[src/rtl/demux_4ch_reg_pkg.sv]
// Shared constants for the registered 1-to-4 demultiplexer.
// Mode codes, source-side FSM states and slot indices.
package demux_4ch_reg_pkg;

    localparam logic MODE_ADDR  = 1'b0;
    localparam logic MODE_BCAST = 1'b1;

    typedef enum logic {
        ST_IDLE = 1'b0,
        ST_HOLD = 1'b1
    } state_t;

    localparam int unsigned SLOT_DISP = 0;
    localparam int unsigned SLOT_FLAG = 1;
    localparam int unsigned SLOT_ACC  = 2;
    localparam int unsigned SLOT_DBG  = 3;

endpackage

[src/rtl/demux_4ch_reg_slot_reg.sv]
// One-entry holding register with a valid/ready output handshake.
// A fill in the same cycle as a drain keeps the slot valid (zero bubble).
module slot_reg #(
    parameter int W = 4
) (
    input  logic         clk,
    input  logic         rst,
    input  logic         fill,
    input  logic [W-1:0] fill_data,
    input  logic         out_ready,
    output logic [W-1:0] data,
    output logic         valid,
    output logic         free
);

    logic [W-1:0] r_data;
    logic         r_valid;

    always_ff @(posedge clk or posedge rst) begin
        if (rst) begin
            r_data  <= '0;
            r_valid <= 1'b0;
        end else if (fill) begin
            r_data  <= fill_data;
            r_valid <= 1'b1;
        end else if (out_ready) begin
            r_valid <= 1'b0;
        end
    end

    assign data  = r_data;
    assign valid = r_valid;
    assign free  = !r_valid || out_ready;

endmodule

[src/rtl/demux_4ch_reg.sv]
// Registered 1-to-4 demux: addressed or broadcast writes into four slots,
// with an accept counter and a sticky source-protocol error flag.
module demux_4ch_reg
    import demux_4ch_reg_pkg::*;
#(
    parameter int W     = 4,
    parameter int CNT_W = 8
) (
    input  logic             CLK,
    input  logic             RST,
    input  logic [W-1:0]     IN_DATA,
    input  logic             IN_VALID,
    output logic             IN_READY,
    input  logic [1:0]       SEL,
    input  logic             MODE,
    output logic [W-1:0]     OUT_DATA0,
    output logic [W-1:0]     OUT_DATA1,
    output logic [W-1:0]     OUT_DATA2,
    output logic [W-1:0]     OUT_DATA3,
    output logic [3:0]       OUT_VALID,
    input  logic [3:0]       OUT_READY,
    output logic [CNT_W-1:0] ACC_CNT,
    output logic             PROT_ERR
);

    logic [3:0]   w_free;
    logic [3:0]   w_fill;
    logic [3:0]   w_valid;
    logic [W-1:0] w_data [4];
    logic         w_bcast;
    logic         w_in_ready;
    logic         w_accept;
    logic         w_mismatch;
    logic         w_capture;
    logic         w_err_set;
    state_t       w_state_nxt;

    state_t           r_state;
    logic [W-1:0]     r_hold_data;
    logic [1:0]       r_hold_sel;
    logic             r_hold_mode;
    logic [CNT_W-1:0] r_acc_cnt;
    logic             r_prot_err;

    assign w_bcast    = (MODE == MODE_BCAST);
    assign w_in_ready = !RST && (w_bcast ? &w_free : w_free[SEL]);
    assign w_accept   = IN_VALID && w_in_ready;

    for (genvar k = 0; k < 4; k++) begin : g_slot
        assign w_fill[k] = w_accept && (w_bcast || SEL == 2'(k));

        slot_reg #(.W(W)) u_slot (
            .clk       (CLK),
            .rst       (RST),
            .fill      (w_fill[k]),
            .fill_data (IN_DATA),
            .out_ready (OUT_READY[k]),
            .data      (w_data[k]),
            .valid     (w_valid[k]),
            .free      (w_free[k])
        );
    end

    // A stalled source must hold its word, destination and mode steady.
    assign w_mismatch = (IN_DATA != r_hold_data) ||
                        (SEL != r_hold_sel) ||
                        (MODE != r_hold_mode);

    always_comb begin
        w_state_nxt = r_state;
        w_capture   = 1'b0;
        w_err_set   = 1'b0;
        unique case (r_state)
            ST_IDLE: begin
                if (IN_VALID && !w_in_ready) begin
                    w_state_nxt = ST_HOLD;
                    w_capture   = 1'b1;
                end
            end
            ST_HOLD: begin
                if (!IN_VALID) begin
                    w_state_nxt = ST_IDLE;
                    w_err_set   = 1'b1;
                end else begin
                    w_err_set = w_mismatch;
                    if (w_accept) begin
                        w_state_nxt = ST_IDLE;
                    end
                end
            end
            default: w_state_nxt = ST_IDLE;
        endcase
    end

    always_ff @(posedge CLK or posedge RST) begin
        if (RST) begin
            r_state     <= ST_IDLE;
            r_hold_data <= '0;
            r_hold_sel  <= '0;
            r_hold_mode <= MODE_ADDR;
            r_prot_err  <= 1'b0;
            r_acc_cnt   <= '0;
        end else begin
            r_state <= w_state_nxt;
            if (w_capture) begin
                r_hold_data <= IN_DATA;
                r_hold_sel  <= SEL;
                r_hold_mode <= MODE;
            end
            if (w_err_set) begin
                r_prot_err <= 1'b1;
            end
            if (w_accept) begin
                r_acc_cnt <= r_acc_cnt + 1'b1;
            end
        end
    end

    assign IN_READY  = w_in_ready;
    assign OUT_VALID = w_valid;
    assign OUT_DATA0 = w_data[SLOT_DISP];
    assign OUT_DATA1 = w_data[SLOT_FLAG];
    assign OUT_DATA2 = w_data[SLOT_ACC];
    assign OUT_DATA3 = w_data[SLOT_DBG];
    assign ACC_CNT   = r_acc_cnt;
    assign PROT_ERR  = r_prot_err;

endmodule

[config.mk]
export PLATFORM = sky130hd
export DESIGN_NAME = demux_4ch_reg
export DESIGN_NICKNAME = d
export VERILOG_FILES = /design/src/rtl/demux_4ch_reg_pkg.sv /design/src/rtl/demux_4ch_reg_slot_reg.sv /design/src/rtl/demux_4ch_reg.sv
export SDC_FILE = /design/constraint.sdc
export NUM_CORES = 1
export LEC_CHECK = 0
export CORE_AREA = 4 4 70 72
export CTS_CLUSTER_DIAMETER = 50
export DETAILED_ROUTE_END_ITERATION = 10
export DIE_AREA = 0 0 74 76
export PLACE_DENSITY_LB_ADDON = 0.15
export SLEW_MARGIN = 20
export SYNTH_ARGS = -nofsm -noshare
export SYNTH_HDL_FRONTEND = slang
export SYNTH_HIERARCHICAL = 1
export SYNTH_SLANG_ARGS = --single-unit
[constraint.sdc]
create_clock -name CLK -period 1.86 [get_ports CLK]
set_input_delay 0.186 -clock CLK [delete_from_list [all_inputs] [get_ports CLK]]
set_output_delay 0.186 -clock CLK [all_outputs]
set_load 0.1 [all_outputs]
==> impl_metrics.json <==
{
  "outcome": "finished, violations left",
  "violations": "setup timing",
  "syn_area_mm2": 0.00167,
  "synth.area.top_cells": "dfrtp_1, mux2_2, xnor2_1",
  "crit_path_end_kind": "output pin",
  "setup_viol": 17,
  "vias": 1185,
  "multi_input_area_um2": 851,
  "clkSinkCount": 37,
  "p_leak_nw": 1.20,
  "wl_um": 4090,
  "tritoncts": "done",
  "hold_buffers": 0,
  "drt-wirelength-per-cell_um": 16.3,
  "clk_path_buf_depth": 2,
  "r2r_end": "g_slot[3].u_slot/data[2]$_DFFE_PP0P_",
  "finalClockSkew_ps": 3.70,
  "reg2reg_depth": 6,
  "first_pass_iters": 4,
  "max_cap_violations": 0,
  "worstSetupPathType": "register to output pin",
  "place.gp.congestion": 0.823,
  "grt_pass1_wl_um": 6710,
  "synth.avg_cell_area_um2": 13.0,
  "post-route-util": 0.589,
  "crit_fanout": 3,
  "die_y_um": 76,
  "fp-row-count": 24,
  "place_hpwl_um": 3170,
  "cp_data_arrival_time_ps": 1770,
  "fin_setup_tns_ps": -722,
  "clk_latency_ps": 280,
  "slew_headroom": 0.760,
  "rsz0062_at_grt": "yes",
  "synth_edf_count": 0,
  "period_needed_ps": 1960,
  "grt_pass1_vias": 1350,
  "yosys.cell_count.top_type": "dfrtp_1",
  "yosys-top-cells-count": "dfrtp_1, mux2_2, xnor2_1",
  "grt_usage": 0.155,
  "start_util": 0.390,
  "ys_ff_latch": 37,
  "peakVddDrop_mv": 0.891,
  "postLayoutCellArea_mm2": 0.00253,
  "synth_cell_types": 26,
  "fill_cells": 375,
  "startpoint": "g_slot[3].u_slot/valid$_DFFE_PP0P_",
  "die_area_mm2": 0.00562,
  "synthesis.nets": 144,
  "rrSetupSlack_ps": -80,
  "placeableCoreArea_mm2": 0.00429,
  "io_buffer_count": 43,
  "cts-htree-levels": 2,
  "yosys_warnings": 6,
  "ant_nets": 0,
  "fin_crit_sh": 1.05,
  "drcViolationCount": 0,
  "drive_gt1_frac": 0.525,
  "placed_area_mm2": 0.00230,
  "num_antenna_cells": 0,
  "cts.clk_slew.worst_paths_ps": 70,
  "crit_end": "IN_READY",
  "netlist_instances": 129,
  "die_w_um": 74,
  "async_reset_ff_frac": 1.00,
  "nNetsFinal": 212,
  "powerDensity_mw_per_mm2": 1520,
  "io_pins": 44,
  "final-hold-violation-count": 0,
  "overflow": 0,
  "slew_viol_final": 0,
  "seq_area_um2": 941,
  "clock_tree.root_cell": "clkbuf_8",
  "vias_per_cell": 4.74,
  "drt_iter0_drc": 31,
  "rr_startpoint": "g_slot[3].u_slot/valid$_DFFE_PP0P_",
  "yosysSeqAreaShare": 0.553,
  "antenna_found_initial": 0,
  "area_growth_pct": 51.3,
  "tightestPinTransition_ps": 357,
  "cp.required_ps": 1670,
  "yosys.area.top_type": "dfrtp_1",
  "grt_max_degree": 18,
  "start_kind": "register",
  "hp-class": "input port to async pin",
  "numCtsBuffers": 5,
  "synth-main-ff-cell": "dfrtp_1",
  "fmax_ghz": 0.511,
  "synth_top_area_frac": 0.553,
  "timing.final.ws_setup_ps": -96.9
}
what timing repair did:
item / in CTS / in global routing
resized for setup: 22 / 10
endpoints found under the setup margin: 25 / 28
buffers inserted: 2 / 0
pin swaps: 4 / 1
per-layer routing:
layer | wire, µm | GRT usage | up-vias
li1 | - | - | 570
met1 | 1760 | 0.199 | 583
met2 | 2090 | 0.254 | 25
met3 | 173 | 0.0356 | 7
met4 | 58 | 0.0543 | 0
met5 | 0 | 0 | -
placed cells by master, fill, tap and decap left out, types with 2 or more instances in the layout:
cell type,count
and2b_1,2
and3_1,3
buf_4,46
buf_6,5
clkbuf_8,7
clkdlybuf4s50_1,12
dfrtp_1,33
dfrtp_4,4
inv_1,6
mux2_2,6
mux2_4,20
nand2_1,3
nand2b_1,5
nand2b_4,4
nand4_1,6
nor2_1,3
o21ai_0,2
xnor2_1,13
registers in the layout (all words and copies together), names as in the netlist:
name,count
r_state,1
r_hold_sel,2
g_slot.u_slot/valid,4
PROT_ERR,1
r_hold_mode,1
ACC_CNT,8
g_slot.u_slot/data,16
r_hold_data,4
cells by family after synthesis:
logic type | count (synthesis) | synth area share
mux | 26 | 0.177
flops | 37 | 0.553
fa+ha+maj | 1 | 0.00748
xor+xnor | 14 | 0.0733
simple gates | 32 | 0.116
buf+inv | 10 | 0.0284
compound gates | 9 | 0.0441
metrics by stage:
step	hold slack, ps	power [mW]	std cells	setup slack [ps]
after floorplan	-35.5	2.70	129	-410
after global placement	453	3.14	240	-387
after detailed placement	463	3.18	240	-421
after CTS	333	3.86	250	-122
after global routing	362	4.00	250	-172
final	335	3.85	250	-96.9
power by group:
part	internal, mW	total (mW)	switching (mW)
clock	0.335	0.608	0.273
combinational	0.569	2.07	1.50
sequential	1.01	1.18	0.168
total	1.91	3.85	1.94
critical path, cell delays in order, from the launching register on:
cell      delay, ps
dfrtp_4         490
nand2b_4        110
nand3_4          70
buf_6           120
or2_4           230
a21oi_4         170
buf_6           130
buf_12          160
worst min path at each step:
stage / from / endpoint / depth (start not counted)
5_1_grt: RST / g_slot[1].u_slot/data[2]$_DFFE_PP0P_ / 3
4_1_cts: RST / g_slot[3].u_slot/data[2]$_DFFE_PP0P_ / 3
3_5_place_dp: PROT_ERR$_DFFE_PP0P_ / PROT_ERR$_DFFE_PP0P_ / 1
6_report: RST / g_slot[3].u_slot/data[1]$_DFFE_PP0P_ / 3
3_3_place_gp: PROT_ERR$_DFFE_PP0P_ / PROT_ERR$_DFFE_PP0P_ / 1
2_1_floorplan: RST / g_slot[0].u_slot/data[0]$_DFFE_PP0P_ / 1
cell type report:
class | instances | share of cell area
multi-input cells | 82 | 0.336
inverters | 6 | 0.00890
flip-flops and latches | 37 | 0.372
clock buffers | 7 | 0.0381
repair buffers | 65 | 0.217
clock inverters | 1 | 0.00198
well taps | 52 | 0.0257
(Power assumes the default switching activity.)
==> RTL edit, RTL diff (same settings) <==
Add an input register stage for `MODE`; this delays it by one clock. The other inputs are not delayed to match.
--- a/src/rtl/demux_4ch_reg.sv
+++ b/src/rtl/demux_4ch_reg.sv
@@ -23,6 +23,12 @@
     output logic             PROT_ERR
 );
 
+    logic MODE_q;
+
+    always_ff @(posedge CLK) begin
+        MODE_q <= MODE;
+    end
+
     logic [3:0]   w_free;
     logic [3:0]   w_fill;
     logic [3:0]   w_valid;
@@ -42,7 +48,7 @@
     logic [CNT_W-1:0] r_acc_cnt;
     logic             r_prot_err;
 
-    assign w_bcast    = (MODE == MODE_BCAST);
+    assign w_bcast    = (MODE_q == MODE_BCAST);
     assign w_in_ready = !RST && (w_bcast ? &w_free : w_free[SEL]);
     assign w_accept   = IN_VALID && w_in_ready;
 
@@ -64,7 +70,7 @@
     // A stalled source must hold its word, destination and mode steady.
     assign w_mismatch = (IN_DATA != r_hold_data) ||
                         (SEL != r_hold_sel) ||
-                        (MODE != r_hold_mode);
+                        (MODE_q != r_hold_mode);
 
     always_comb begin
         w_state_nxt = r_state;
@@ -105,7 +111,7 @@
             if (w_capture) begin
                 r_hold_data <= IN_DATA;
                 r_hold_sel  <= SEL;
-                r_hold_mode <= MODE;
+                r_hold_mode <= MODE_q;
             end
             if (w_err_set) begin
                 r_prot_err <= 1'b1;
Behaviour: not the same (Yosys sat finds a counterexample within 4 cycles, from zero or initial values and one cycle with RST high).
==> RTL edit against the unedited design <==
  * The run still ends with negative setup slack left
  * Synthesized cell count up 0.78%
  * Largest cell class unchanged
  * Area after synthesis rose by 1.2%
  * Power is 0.14% lower
  * Register-to-register slack got worse by 0.03 ns
  * Setup slack lost 0.054 ns
  * Cell count is 0.80% higher
  * Fmax fell by 2.7%
  * Sequential cell count is 1 higher
  * Cell area rose by 2.1%
  * Hold slack got worse by 0.015 ns
  * Die area did not move
  * Non-clock buffer count is 1 higher
  * Utilization increased by 1.2 points
  * Critical path type unchanged
  * Wire length is 7.0% higher
==> RTL edit: results <==
metrics = {
    "run_status": {
        "run_status": "complete, but fails checks",
        "violated_checks": "negative setup slack",
    },
    "placement": {
        "port_buffers": 43,
        "globalplace.congestion": 0.7544,
        "placedInstanceArea_sq_um": 2302,
        "dpl_worst_slack_ns": -0.4579,
        "place_hpwl_um": 3200,
    },
    "sta": {
        "timing.final.ws_setup_ns": -0.1513,
        "timing.slew.headroom": 0.7828,
        "finalClockSkew_ns": 0.008550,
        "setup_viol": 19,
        "fin_tns_setup_ns": -0.7214,
    },
    "power_and_ir_drop": {
        "vdd_ir_drop_max_mv": 0.7589,
        "total_leakage_power_uw": 0.001217,
    },
    "yosys": {
        "yosys_warnings": 6,
        "ys_seq_area_frac": 0.5588,
        "ys_top_cells_by_area": "sky130_fd_sc_hd__dfrtp_1 (55%), sky130_fd_sc_hd__mux2_2 (17%), sky130_fd_sc_hd__xnor2_1 (6.7%)",
        "synthesized_net_count": 145,
        "synthDistinctLibCells": 27,
        "async_reset_ff_frac": 0.9737,
    },
    "global_routing": {
        "grt_max_degree": 15,
        "first_global_vias": 1398,
        "grt_util_all_layers": 0.1652,
        "wire_length_of_the_first_global_routing_pass_um": 7003,
    },
    "final_layout": {
        "antenna_cells": 0,
        "finalNetCount": 214,
        "final.clkbuf_count": 8,
        "sequential_cell_area_sq_um": 960.9,
        "multi_input_cells": 82,
        "largest_reg_flops": 16,
        "post_route_cells_drive_above_1_share": 0.5200,
        "clock_cell_area_share": 0.03099,
        "num-fill-cells": 346,
        "multiInputGateArea_sq_um": 885.9,
        "num-nonclk-inverters": 6,
        "bufAreaShareNonClock": 0.2203,
        "signal_buffers": 66,
    },
    "critical_path": {
        "worst-endpoint-arrival_ns": 1.83,
        "critical_path.top_delay_family": "flip-flops",
    },
    "drt": {
        "detailroute.via_count": 1240,
        "wl_per_cell_um": 17.36,
        "detailedRoute.firstIterationViolations": 30,
        "drt_first_pass_iters": 5,
    },
    "clock_tree": {
        "clock_latency_ns": 0.28,
        "clkSinkCount": 38,
        "clkTransAtPathRegs_ns": 0.07,
    },
    "hold_path": {
        "min-delay-path-class": "in2async",
    },
}
-- RTL edit: routing by layer --
metal / GRT usage / vias up / wire (um)
met1: 0.1973 / 625 / 1754
met2: 0.2846 / 35 / 2333
met4: 0.05797 / 0 / 45
met5: 0 / - / 0
li1: - / 575 / -
met3: 0.03694 / 5 / 240
-- RTL edit: final timing paths --
check | startpoint | to | slack (ns)
min | RST | ACC_CNT[2] | 0.32
max | g_slot[0].u_slot/valid | IN_READY | -0.15
min reg2reg | PROT_ERR | PROT_ERR | 0.47
max reg2reg | g_slot[3].u_slot/valid | g_slot[3].u_slot/data[0] | -0.11
max in group asynchronous | RST | r_hold_data[0] | 1.12
min in group CLK | MODE | MODE_q | 0.38
-- RTL edit: logic make-up after synthesis --
| kind of cell | Yosys count | share of synthesized area |
|---|---|---|
| DFF | 38 | 0.5588 |
| muxes | 26 | 0.1752 |
| adders and majority gates | 1 | 0.007390 |
| buffers and inverters | 10 | 0.02808 |
| AOI/OAI and AO/OA | 9 | 0.04361 |
| xor gates and xnor gates | 14 | 0.07243 |
| and+or+nand+nor | 32 | 0.1146 |
-- RTL edit: repair_timing --
| action | in CTS | in global routing |
|---|---|---|
| endpoints found under the setup margin | 25 | 30 |
| setup buffers | 3 | 3 |
| gates resized for setup | 20 | 22 |
| gates cloned | 0 | 0 |
| pin swaps | 4 | 3 |
| hold buffers | 0 | 0 |
-- RTL edit: per-stage QoR --
stage | std cells | util
CTS | 250 | 0.5752
floorplan | 130 | -
detailed placement | 239 | 0.5361
global route | 252 | 0.6017
global placement | 239 | 0.5361
finish | 252 | 0.6017
-- RTL edit: power breakdown --
| part | leakage [uW] | internal, uW | switching (uW) |
|---|---|---|---|
| registers | 0.000452 | 1030 | 174 |
| clock network | 0.0000395 | 266 | 273 |
| logic | 0.000725 | 593 | 1510 |
